===== src/rtl/shared_mem_arbiter_pkg.sv =====
// shared_mem_arbiter_pkg: shared types for the shared-memory arbiter.
//   state_t : arbiter FSM states (S_IDLE, S_ACCESS, S_DONE)
//   op_t    : latched operation of the granted request (OP_RD, OP_WR)
package shared_mem_arbiter_pkg;

   typedef enum logic [1:0] {
      S_IDLE   = 2'd0,
      S_ACCESS = 2'd1,
      S_DONE   = 2'd2
   } state_t;

   typedef enum logic {
      OP_RD = 1'b0,
      OP_WR = 1'b1
   } op_t;

endpackage


===== src/rtl/shared_mem_arbiter_rr_pick.sv =====
// rr_pick: combinational round-robin selector.
//   i_req   in  N   request vector
//   i_ptr   in  PW  highest-priority index this round
//   o_gnt   out N   one-hot grant: first requester at or after i_ptr (mod N)
//   o_valid out 1   at least one request present
module rr_pick #(
   parameter int N  = 4,
   parameter int PW = 2
) (
   input  logic [N-1:0]  i_req,
   input  logic [PW-1:0] i_ptr,
   output logic [N-1:0]  o_gnt,
   output logic          o_valid
);

   assign o_valid = |i_req;

   // Walk the ring from farthest to nearest so the nearest requester
   // overwrites any earlier hit and no found-flag is needed.
   always_comb begin
      o_gnt = '0;
      for (int k = N - 1; k >= 0; k--) begin
         if (i_req[(int'(i_ptr) + k) % N]) o_gnt = N'(1) << ((int'(i_ptr) + k) % N);
      end
   end

endmodule


===== src/rtl/shared_mem_arbiter.sv =====
// shared_mem_arbiter: round-robin arbiter sharing one single-port data memory
// among NCORES cores; one access at a time, waiting cores are stalled.
//   clk, reset            clock (rising edge), async active-high reset
//   core_sel/rd/wr        per-core select and strobes (rd+wr counts as write)
//   core_addr/core_wdata  packed per-core address / write data
//   core_stall            combinational: request pending and not done
//   core_done             registered one-cycle pulse to the owner
//   core_rdata            registered read data, valid with core_done
//   mem_addr/wdata/rd/wr  registered memory port
//   mem_rdata             memory read data, captured entering DONE
//   busy                  registered, arbiter not IDLE
module shared_mem_arbiter
   import shared_mem_arbiter_pkg::*;
#(
   parameter int NCORES = 4,
   parameter int AW     = 32,
   parameter int DW     = 32
) (
   input  logic                 clk,
   input  logic                 reset,
   input  logic [NCORES-1:0]    core_sel,
   input  logic [NCORES-1:0]    core_rd,
   input  logic [NCORES-1:0]    core_wr,
   input  logic [NCORES*AW-1:0] core_addr,
   input  logic [NCORES*DW-1:0] core_wdata,
   output logic [NCORES-1:0]    core_stall,
   output logic [NCORES-1:0]    core_done,
   output logic [DW-1:0]        core_rdata,
   output logic [AW-1:0]        mem_addr,
   output logic [DW-1:0]        mem_wdata,
   output logic                 mem_rd,
   output logic                 mem_wr,
   input  logic [DW-1:0]        mem_rdata,
   output logic                 busy
);

   localparam int PW = $clog2(NCORES);

   state_t            r_state, w_state_nx;
   op_t               r_op, w_gnt_op;
   logic [PW-1:0]     r_ptr, r_owner, w_gnt_idx;
   logic [NCORES-1:0] w_req, w_gnt, r_done, w_done_nx;
   logic              w_valid, w_latch;
   logic [AW-1:0]     r_addr, w_gnt_addr;
   logic [DW-1:0]     r_wdata, w_gnt_wdata, r_rdata;
   logic              r_mem_rd, r_mem_wr, r_busy;

   assign w_req      = core_sel & (core_rd | core_wr);
   assign core_stall = w_req & ~r_done;

   rr_pick #(.N(NCORES), .PW(PW)) u_pick (
      .i_req   (w_req),
      .i_ptr   (r_ptr),
      .o_gnt   (w_gnt),
      .o_valid (w_valid)
   );

   // Mux the granted core's request fields out of the packed buses.
   always_comb begin
      w_gnt_idx   = '0;
      w_gnt_op    = OP_RD;
      w_gnt_addr  = '0;
      w_gnt_wdata = '0;
      for (int i = 0; i < NCORES; i++) begin
         if (w_gnt[i]) begin
            w_gnt_idx   = PW'(i);
            w_gnt_op    = op_t'(core_wr[i]);
            w_gnt_addr  = core_addr[i*AW +: AW];
            w_gnt_wdata = core_wdata[i*DW +: DW];
         end
      end
   end

   // Requests are only sampled in IDLE, so a non-owner never slips in mid-transaction.
   always_comb begin
      w_state_nx = r_state;
      w_latch    = 1'b0;
      w_done_nx  = '0;
      case (r_state)
         S_IDLE: begin
            w_latch    = w_valid;
            w_state_nx = w_valid ? S_ACCESS : S_IDLE;
         end
         S_ACCESS: begin
            w_state_nx         = S_DONE;
            w_done_nx[r_owner] = 1'b1;
         end
         default: w_state_nx = S_IDLE;
      endcase
   end

   always_ff @(posedge clk or posedge reset) begin
      if (reset) begin
         r_state  <= S_IDLE;
         r_ptr    <= '0;
         r_owner  <= '0;
         r_op     <= OP_RD;
         r_addr   <= '0;
         r_wdata  <= '0;
         r_rdata  <= '0;
         r_mem_rd <= 1'b0;
         r_mem_wr <= 1'b0;
         r_done   <= '0;
         r_busy   <= 1'b0;
      end else begin
         r_state  <= w_state_nx;
         r_busy   <= (w_state_nx != S_IDLE);
         r_mem_rd <= w_latch & (w_gnt_op == OP_RD);
         r_mem_wr <= w_latch & (w_gnt_op == OP_WR);
         r_done   <= w_done_nx;
         if (w_latch) begin
            r_owner <= w_gnt_idx;
            r_op    <= w_gnt_op;
            r_addr  <= w_gnt_addr;
            r_wdata <= w_gnt_wdata;
         end
         // Memory answers during ACCESS; the capture lines up with the done pulse.
         if (r_state == S_ACCESS && r_op == OP_RD) r_rdata <= mem_rdata;
         if (r_state == S_DONE) r_ptr <= (r_owner == PW'(NCORES - 1)) ? '0 : r_owner + 1'b1;
      end
   end

   assign core_done  = r_done;
   assign core_rdata = r_rdata;
   assign mem_addr   = r_addr;
   assign mem_wdata  = r_wdata;
   assign mem_rd     = r_mem_rd;
   assign mem_wr     = r_mem_wr;
   assign busy       = r_busy;

endmodule


===== config.mk =====
export PLATFORM = sky130hd
export DESIGN_NAME = shared_mem_arbiter
export DESIGN_NICKNAME = d
export VERILOG_FILES = /design/src/rtl/shared_mem_arbiter_pkg.sv /design/src/rtl/shared_mem_arbiter_rr_pick.sv /design/src/rtl/shared_mem_arbiter.sv
export SDC_FILE = /design/constraint.sdc
export NUM_CORES = 1
export LEC_CHECK = 0
export CAP_MARGIN = 20
export CORE_UTILIZATION = 25
export DETAILED_ROUTE_END_ITERATION = 16
export GPL_ROUTABILITY_DRIVEN = 0
export PLACE_DENSITY = 0.7
export SLEW_MARGIN = 20
export SYNTH_ARGS = -nofsm -noshare
export SYNTH_HDL_FRONTEND = slang
export SYNTH_SLANG_ARGS = --single-unit

===== constraint.sdc =====
create_clock -name clk -period 5.8 [get_ports clk]
set_input_delay 0.87 -clock clk [delete_from_list [all_inputs] [get_ports clk]]
set_output_delay 0.87 -clock clk [all_outputs]
set_load 0.02 [all_outputs]

==> summary.txt, run 1 <==
Finish
  • Area grow syn2layout: 72.8%
  • Area of the multi-input gates: 3190 µm²
  • Final net count: 1243
  • Storage element area: 2750 µm²
  • Fillers: 2313
  • Layout cells sized above 1: 0.150
  • Non-filler instance count after layout: 1259

Logic synthesis
  • Async set or reset register ratio after synthesis: 1.00
  • Top FF cell, synth: dfrtp_1
  • Post-synthesis cell type count: 43
  • Post-synth EDFFs: 0
  • Synth area leaders: dfrtp_1, a221oi_2, a22oi_1, mux2_2, o21ai_0
  • Register area share after synthesis: 0.439
  • Yosys reg bits: 110
  • Synth cell count leaders: dfrtp_1, o21ai_0, a22oi_1, o21ai_1, a221oi_2
  • Yosys top cell by area: dfrtp_1
  • Area of the mapped netlist: 6280 µm²
  • Top-count cell post-synth: dfrtp_1
  • Post-synthesis instance total: 552
  • Syn nets: 865
  • YS warnings: 0
  • Syn_area_per_cell: 11.4 µm²
  • Synth top area share: 0.439

STA
  • Min Tclk post-route: 3.75 ns
  • Pins Over Slew Limit: 0
  • Final hold slack: 0.508 ns
  • Fin worst setup slack: 2.05 ns
  • Highest Clock Rate: 0.266 GHz
  • RSZ-0062 raised after global routing: false
  • Final hold vios: 0
  • Final period util: 0.647
  • Setup TNS: 0 ns
  • Worst-Margin Slew: 1.04 ns
  • Clock skew: 0.0103 ns
  • Slew HR: 0.307
  • Final setup violating endpoints: 0

Power and ir drop
  • Pwr Density: 593 nW/µm²
  • Pleak: 0.00409 µW
  • Peak supply drop: 0.359 mV

GRT
  • First-pass GRT wire length: 38.3 mm
  • GRT busiest layer: met2
  • GR Util met3: 0.0424
  • Gr usage total: 0.194
  • GR Layer Usage met1: 0.226
  • GRT Residual Overflow: 0
  • Met2 usage: 0.351
  • Initial antenna violation count: 1
  • Largest net degree at the start of global routing: 62
  • Number of global-route vias before repair: 6570

Placement
  • Placed cells: 1243
  • HPWL after DPL: 19.2 mm
  • Placement Setup Slack: 1.64 ns
  • Port Buffers: 408

Routing
  • Initial drt markers: 365
  • Vias: 6357
  • Pre-antenna DRT Iters: 5
  • Routed Wire Length: 25.5 mm
  • Drt wl/cell: 20.3 µm
  • Via density: 5.05
  • Final antenna-violating net count: 0
  • DRC Markers: 0

Setup path
  • Slowest cell on the critical path: a21o_4
  • Critical path data arrival time: 4.02 ns
  • Critical path, cell by cell: inv_1 > ha_1 > mux4_2 > o2111ai_1 > a21o_4 > buf_4 > a221oi_2 > o21ai_1
  • Startpoint Class: flip-flop
  • CP Capture Type: flip-flop
  • Largest stage delay, worst path: 0.82 ns
  • Crit path required time: 6.07 ns
  • Critical Path Fanout Max: 56
  • Buf/Inv on CP: 2
  • Critical path depth: 8
  • CP top delay family: compound AO/OA/AOI/OAI gates
  • Kind of critical path: flip-flop to flip-flop
  • Worst r2r path cells: 8

CTS
  • Max clock buf depth: 2
  • Post-CTS Setup Bufs: 0
  • Clock buffer count from CTS: 9
  • Sinks on the clock net: 110
  • Clock-pin slew on the worst setup and hold paths: 0.08 ns
  • Clock root buffer: clkbuf_16
  • PostCTS Resize Cnt: 0
  • CTS Hold Bufs: 0
  • CTS tree: yes
  • Worst-skew pair later-pin latency: 0.35 ns
  • Number of H-tree levels: 3

Die
  • Placement Rows: 57
  • Core box area: 24500 µm²
  • Starting Density: 0.257
  • Die area: 25700 µm²
  • Die H: 160 µm
  • Io pins: 409
  • Die width: 160 µm

Min path
  • Hold Crit Depth: 1
  • Hold Crit Class: flip-flop to flip-flop

Run
  • Max cap viols: 0

Outcome
  • Status: complete, no violations
## placed cells by master, fill, tap and decap left out, drive strengths merged, types with 2 or more instances in the layout
master,instances
o211ai,2
o21ai,135
o21a,5
mux2i,4
nor2,13
mux4,5
a21oi,2
and2,4
mux2,33
ha,11
clkdlybuf4s50,408
a221oi,64
nand2,9
inv,14
clkinv,2
o221ai,2
a22oi,66
and3,2
nand2b,3
buf,13
nand3,4
clkbuf,9
dfrtp,110
## registers in the layout, summed over array words and instances, names as in the netlist, 2 cells and up
register / count
r_ptr: 2
mem_addr: 32
r_state: 2
core_done: 4
r_owner: 2
mem_wdata: 32
core_rdata: 32
## area by class of cell
cell class,instances,area share
Clock inverter,6,0.00415
Clock buffer,9,0.0208
Inverter,10,0.00369
Timing Repair Buffer,421,0.386
Tap cell,324,0.0374
Sequential cell,110,0.254
Multi-Input combinational cell,378,0.294
Antenna cell,1,0.000231
## through the flow
step,area [µm²],utilization,total power (µW)
detailed placement,10600,0.432,5880
finish,10800,0.443,6430
global placement,10600,0.432,5840
floorplan,6280,-,4380
CTS,10800,0.443,6500
global route,10800,0.443,6890
## worst reg2reg max path: cells and delay by family (launching register included)
| kind | cells | cell delay (ns) |
|---|---|---|
| compound gates | 4 | 1.38 |
| fa+ha+maj | 1 | 0.45 |
| buf+inv | 2 | 0.61 |
| flops | 1 | 0.59 |
| mux | 1 | 0.64 |
## layer usage
metal / share of wire / vias to the layer above
li1: - / 2943
met1: 0.39 / 3049
met3: 0.078 / 33
met2: 0.51 / 332
met5: 0 / -
met4: 0.023 / 0
## kinds of logic (layout without fill, tap and decap cells)
group | after synthesis | count (layout) | synth area share
AO/OA/AOI/OAI | 286 | 286 | 0.367
flip-flops | 110 | 110 | 0.439
buffers and inverters | 64 | 446 | 0.0598
multiplexers | 42 | 42 | 0.0835
AND/OR/NAND/NOR | 39 | 39 | 0.0295
adder cells (fa/ha/maj) | 11 | 11 | 0.0219
other | 0 | 1 | 0
## power by group
part | switching [µW] | total, µW | internal [µW]
logic | 2510 | 4450 | 1930
clock network | 308 | 603 | 295
registers | 223 | 1380 | 1160
total | 3050 | 6430 | 3390
## final timing paths
check / from / to / slack (ns)
max in group asynchronous: reset / mem_addr[27] / 3.59
hold / removal: core_rdata[7] / core_rdata[7] / 0.51
setup reg to reg: r_ptr[0] / mem_wdata[22] / 2.05
min in group asynchronous: reset / core_rdata[12] / 1.03
hold reg to reg: core_rdata[7] / core_rdata[7] / 0.51
setup / recovery: r_ptr[0] / mem_wdata[22] / 2.05
Power figures use the tool's default switching activity.
==> run 2: changes to the inputs <==
PLACE_DENSITY = 0.72   (was 0.7)
clock period = 3.3 ns   (was 5.8 ns; I/O delays follow)
==> summary.txt, run 2 (synthesis results as in run 1) <==
GRT
  • GRT Residual Overflow: 0 (unchanged)
  • Initial antenna violation count: 0 (was 1)
  • Largest net degree at the start of global routing: 111 (was 62)
  • First-pass GRT wire length: 38.8 mm (was 38.3 mm)
  • Gr usage total: 0.196 (was 0.194)
  • Number of global-route vias before repair: 6873 (was 6570)

CTS
  • Clock root buffer: clkbuf_16 (unchanged)
  • Max clock buf depth: 2 (unchanged)
  • Sinks on the clock net: 110 (unchanged)
  • Clock-pin slew on the worst setup and hold paths: 0.08 ns (about the same)
  • Number of H-tree levels: 3 (unchanged)
  • Clock buffer count from CTS: 9 (unchanged)
  • Worst-skew pair later-pin latency: 0.35 ns (about the same)
  • PostCTS Resize Cnt: 0 (unchanged)
  • CTS tree: yes (unchanged)
  • CTS Hold Bufs: 0 (unchanged)

Setup path
  • Startpoint Class: primary input (was flip-flop)
  • CP top delay family: compound AO/OA/AOI/OAI gates (unchanged)
  • Critical path data arrival time: 3.30 ns (was 4.02 ns)
  • Kind of critical path: primary input to flip-flop (was flip-flop to flip-flop)
  • Crit path required time: 3.53 ns (was 6.07 ns)
  • Most frequent CP cell: buf_4
  • Critical Path Fanout Max: 17 (was 56)
  • Critical path, cell by cell: clkdlybuf4s50_1 > buf_4 > o21a_1 > mux4_2 > buf_4 > nand3_1 > a31oi_1 > or2_4 > a221oi_1 > o21ai_0 (was inv_1 > ha_1 > mux4_2 > o2111ai_1 > a21o_4 > buf_4 > a221oi_2 > o21ai_1)
  • Buf/Inv on CP: 3 (was 2)
  • Largest stage delay, worst path: 0.51 ns (was 0.82 ns)
  • Slowest cell on the critical path: mux4_2 (was a21o_4)
  • CP Capture Type: flip-flop (unchanged)

Die
  • Io pins: 409 (unchanged)
  • Die area: 25700 µm² (unchanged)
  • Die width: 160 µm (unchanged)
  • Die H: 160 µm (unchanged)
  • Core box area: 24500 µm² (unchanged)
  • Placement Rows: 57 (unchanged)
  • Starting Density: 0.257 (unchanged)

Power and ir drop
  • Combinational Power Share: 0.710 (was 0.691)
  • Net Sw Frac: 0.455 (was 0.473)
  • Pwr Density: 1080 nW/µm² (was 593 nW/µm²)
  • Reg power frac: 0.196 (was 0.215)
  • Pleak: 0.00433 µW (was 0.00409 µW)
  • Peak supply drop: 0.621 mV (was 0.359 mV)
  • Clock power frac: 0.094 (about the same)
  • Power Internal: 6670 µW (was 3390 µW)
  • NetSw: 5570 µW (was 3050 µW)

Run
  • Max cap viols: 0 (unchanged)

Min path
  • Hold Crit Class: flip-flop to flip-flop (unchanged)

Placement
  • HPWL after DPL: 19.7 mm (was 19.2 mm)
  • Placement Setup Slack: -0.387 ns (was 1.64 ns)
  • Placed cells: 1280 (was 1243)
  • Port Buffers: 408 (unchanged)
  • Dpl cell area: 11000 µm² (was 10600 µm²)

STA
  • Fin worst setup slack: 0.229 ns (was 2.05 ns)
  • Clock skew: 0.0103 ns (about the same)
  • Min Tclk post-route: 3.07 ns
  • Final setup violating endpoints: 0 (unchanged)
  • Final period util: 0.931
  • Highest Clock Rate: 0.326 GHz
  • RSZ-0062 raised after global routing: false (unchanged)
  • Final hold vios: 0 (unchanged)
  • Slew HR: 0.588 (was 0.307)
  • Pins Over Slew Limit: 0 (unchanged)
  • Worst-Margin Slew: 0.617 ns (was 1.04 ns)
  • Final hold slack: 0.508 ns (about the same)

Finish
  • Layout cells sized above 1: 0.186 (was 0.150)
  • Fillers: 2259 (was 2313)
  • Finished Cell Area: 11300 µm² (was 10800 µm²)
  • Diodes inserted: 0 (was 1)
  • Area grow syn2layout: 80.1% (was 72.8%)
  • Area of the multi-input gates: 3190 µm² (unchanged)
  • Finished Core Util: 0.462 (was 0.443)
  • Most frequent cells in the layout: clkdlybuf4s50_1, dfrtp_1, o21ai_0 (unchanged)
  • Most common cell after layout, fill and taps aside: clkdlybuf4s50_1 (unchanged)
  • Storage element area: 2750 µm² (unchanged)
  • Non-filler instance count after layout: 1301 (was 1259)
  • Final net count: 1285 (was 1243)

Outcome
  • Status: complete, no violations (unchanged)

Routing
  • Vias: 6524 (was 6357)
  • Initial drt markers: 383 (was 365)
  • Pre-antenna DRT Iters: 4 (was 5)
  • Routed Wire Length: 25.8 mm (was 25.5 mm)
  • Final antenna-violating net count: 0 (unchanged)
  • Via density: 5.01 (was 5.05)
  • Drt wl/cell: 19.9 µm (was 20.3 µm)
  • DRC Markers: 0 (unchanged)
-- run 2: path summary, 6_finish.rpt --
| check | from | endpoint | slack, ns | depth (start not counted) |
|---|---|---|---|---|
| min in group asynchronous | reset | core_rdata[4] | 0.69 | 3 |
| worst min-delay path | core_rdata[4] | core_rdata[4] | 0.51 | 1 |
| worst min register to register | core_rdata[4] | core_rdata[4] | 0.51 | 1 |
| max in group asynchronous | reset | mem_addr[20] | 2.17 | 3 |
| worst max register to register | r_ptr[0] | mem_addr[0] | 0.38 | 8 |
| worst max-delay path | core_wr[1] | mem_addr[0] | 0.23 | 10 |
-- run 2: power groups by stage --
stage	Sequential [µW]	Combinational [µW]	Clock [µW]
3_3_place_gp	2400	8530	0
3_5_place_dp	2430	8650	0
5_1_grt	2480	9270	1240
4_1_cts	2400	8660	1190
2_1_floorplan	3120	4590	0
6_report	2400	8690	1150
-- run 2: cell type report --
| class | instances | share of cell area |
|---|---|---|
| clock buffer | 10 | 0.0203 |
| sequential | 110 | 0.243 |
| inverter | 10 | 0.00365 |
| timing repair buffer | 463 | 0.408 |
| clock inverter | 6 | 0.00664 |
| tap | 324 | 0.0359 |
| multi-input combinational | 378 | 0.282 |
-- run 2: per-stage QoR --
step	power [µW]	TNS (ns)
finish	12200	0
global route	13000	0
CTS	12300	0
detailed placement	11100	-18.53
global placement	10900	-13.81
floorplan	7710	0
-- run 2: per-layer routing --
metal,routed length [µm],vias up,part of all wire,global-route usage
met1,10100,3143,0.39,0.225
met5,0,-,0,0
met3,1870,37,0.072,0.0413
li1,-,3019,-,-
met2,13200,325,0.51,0.354
met4,705,0,0.027,0.0784
-- run 2: timing repair --
item / 4_1_cts / 5_1_grt
buffers inserted: 0 / 5
hold endpoints to repair: 0 / 0
gates cloned: 0 / 0
pin swaps: 1 / 1
setup endpoints to repair: 3 / 36
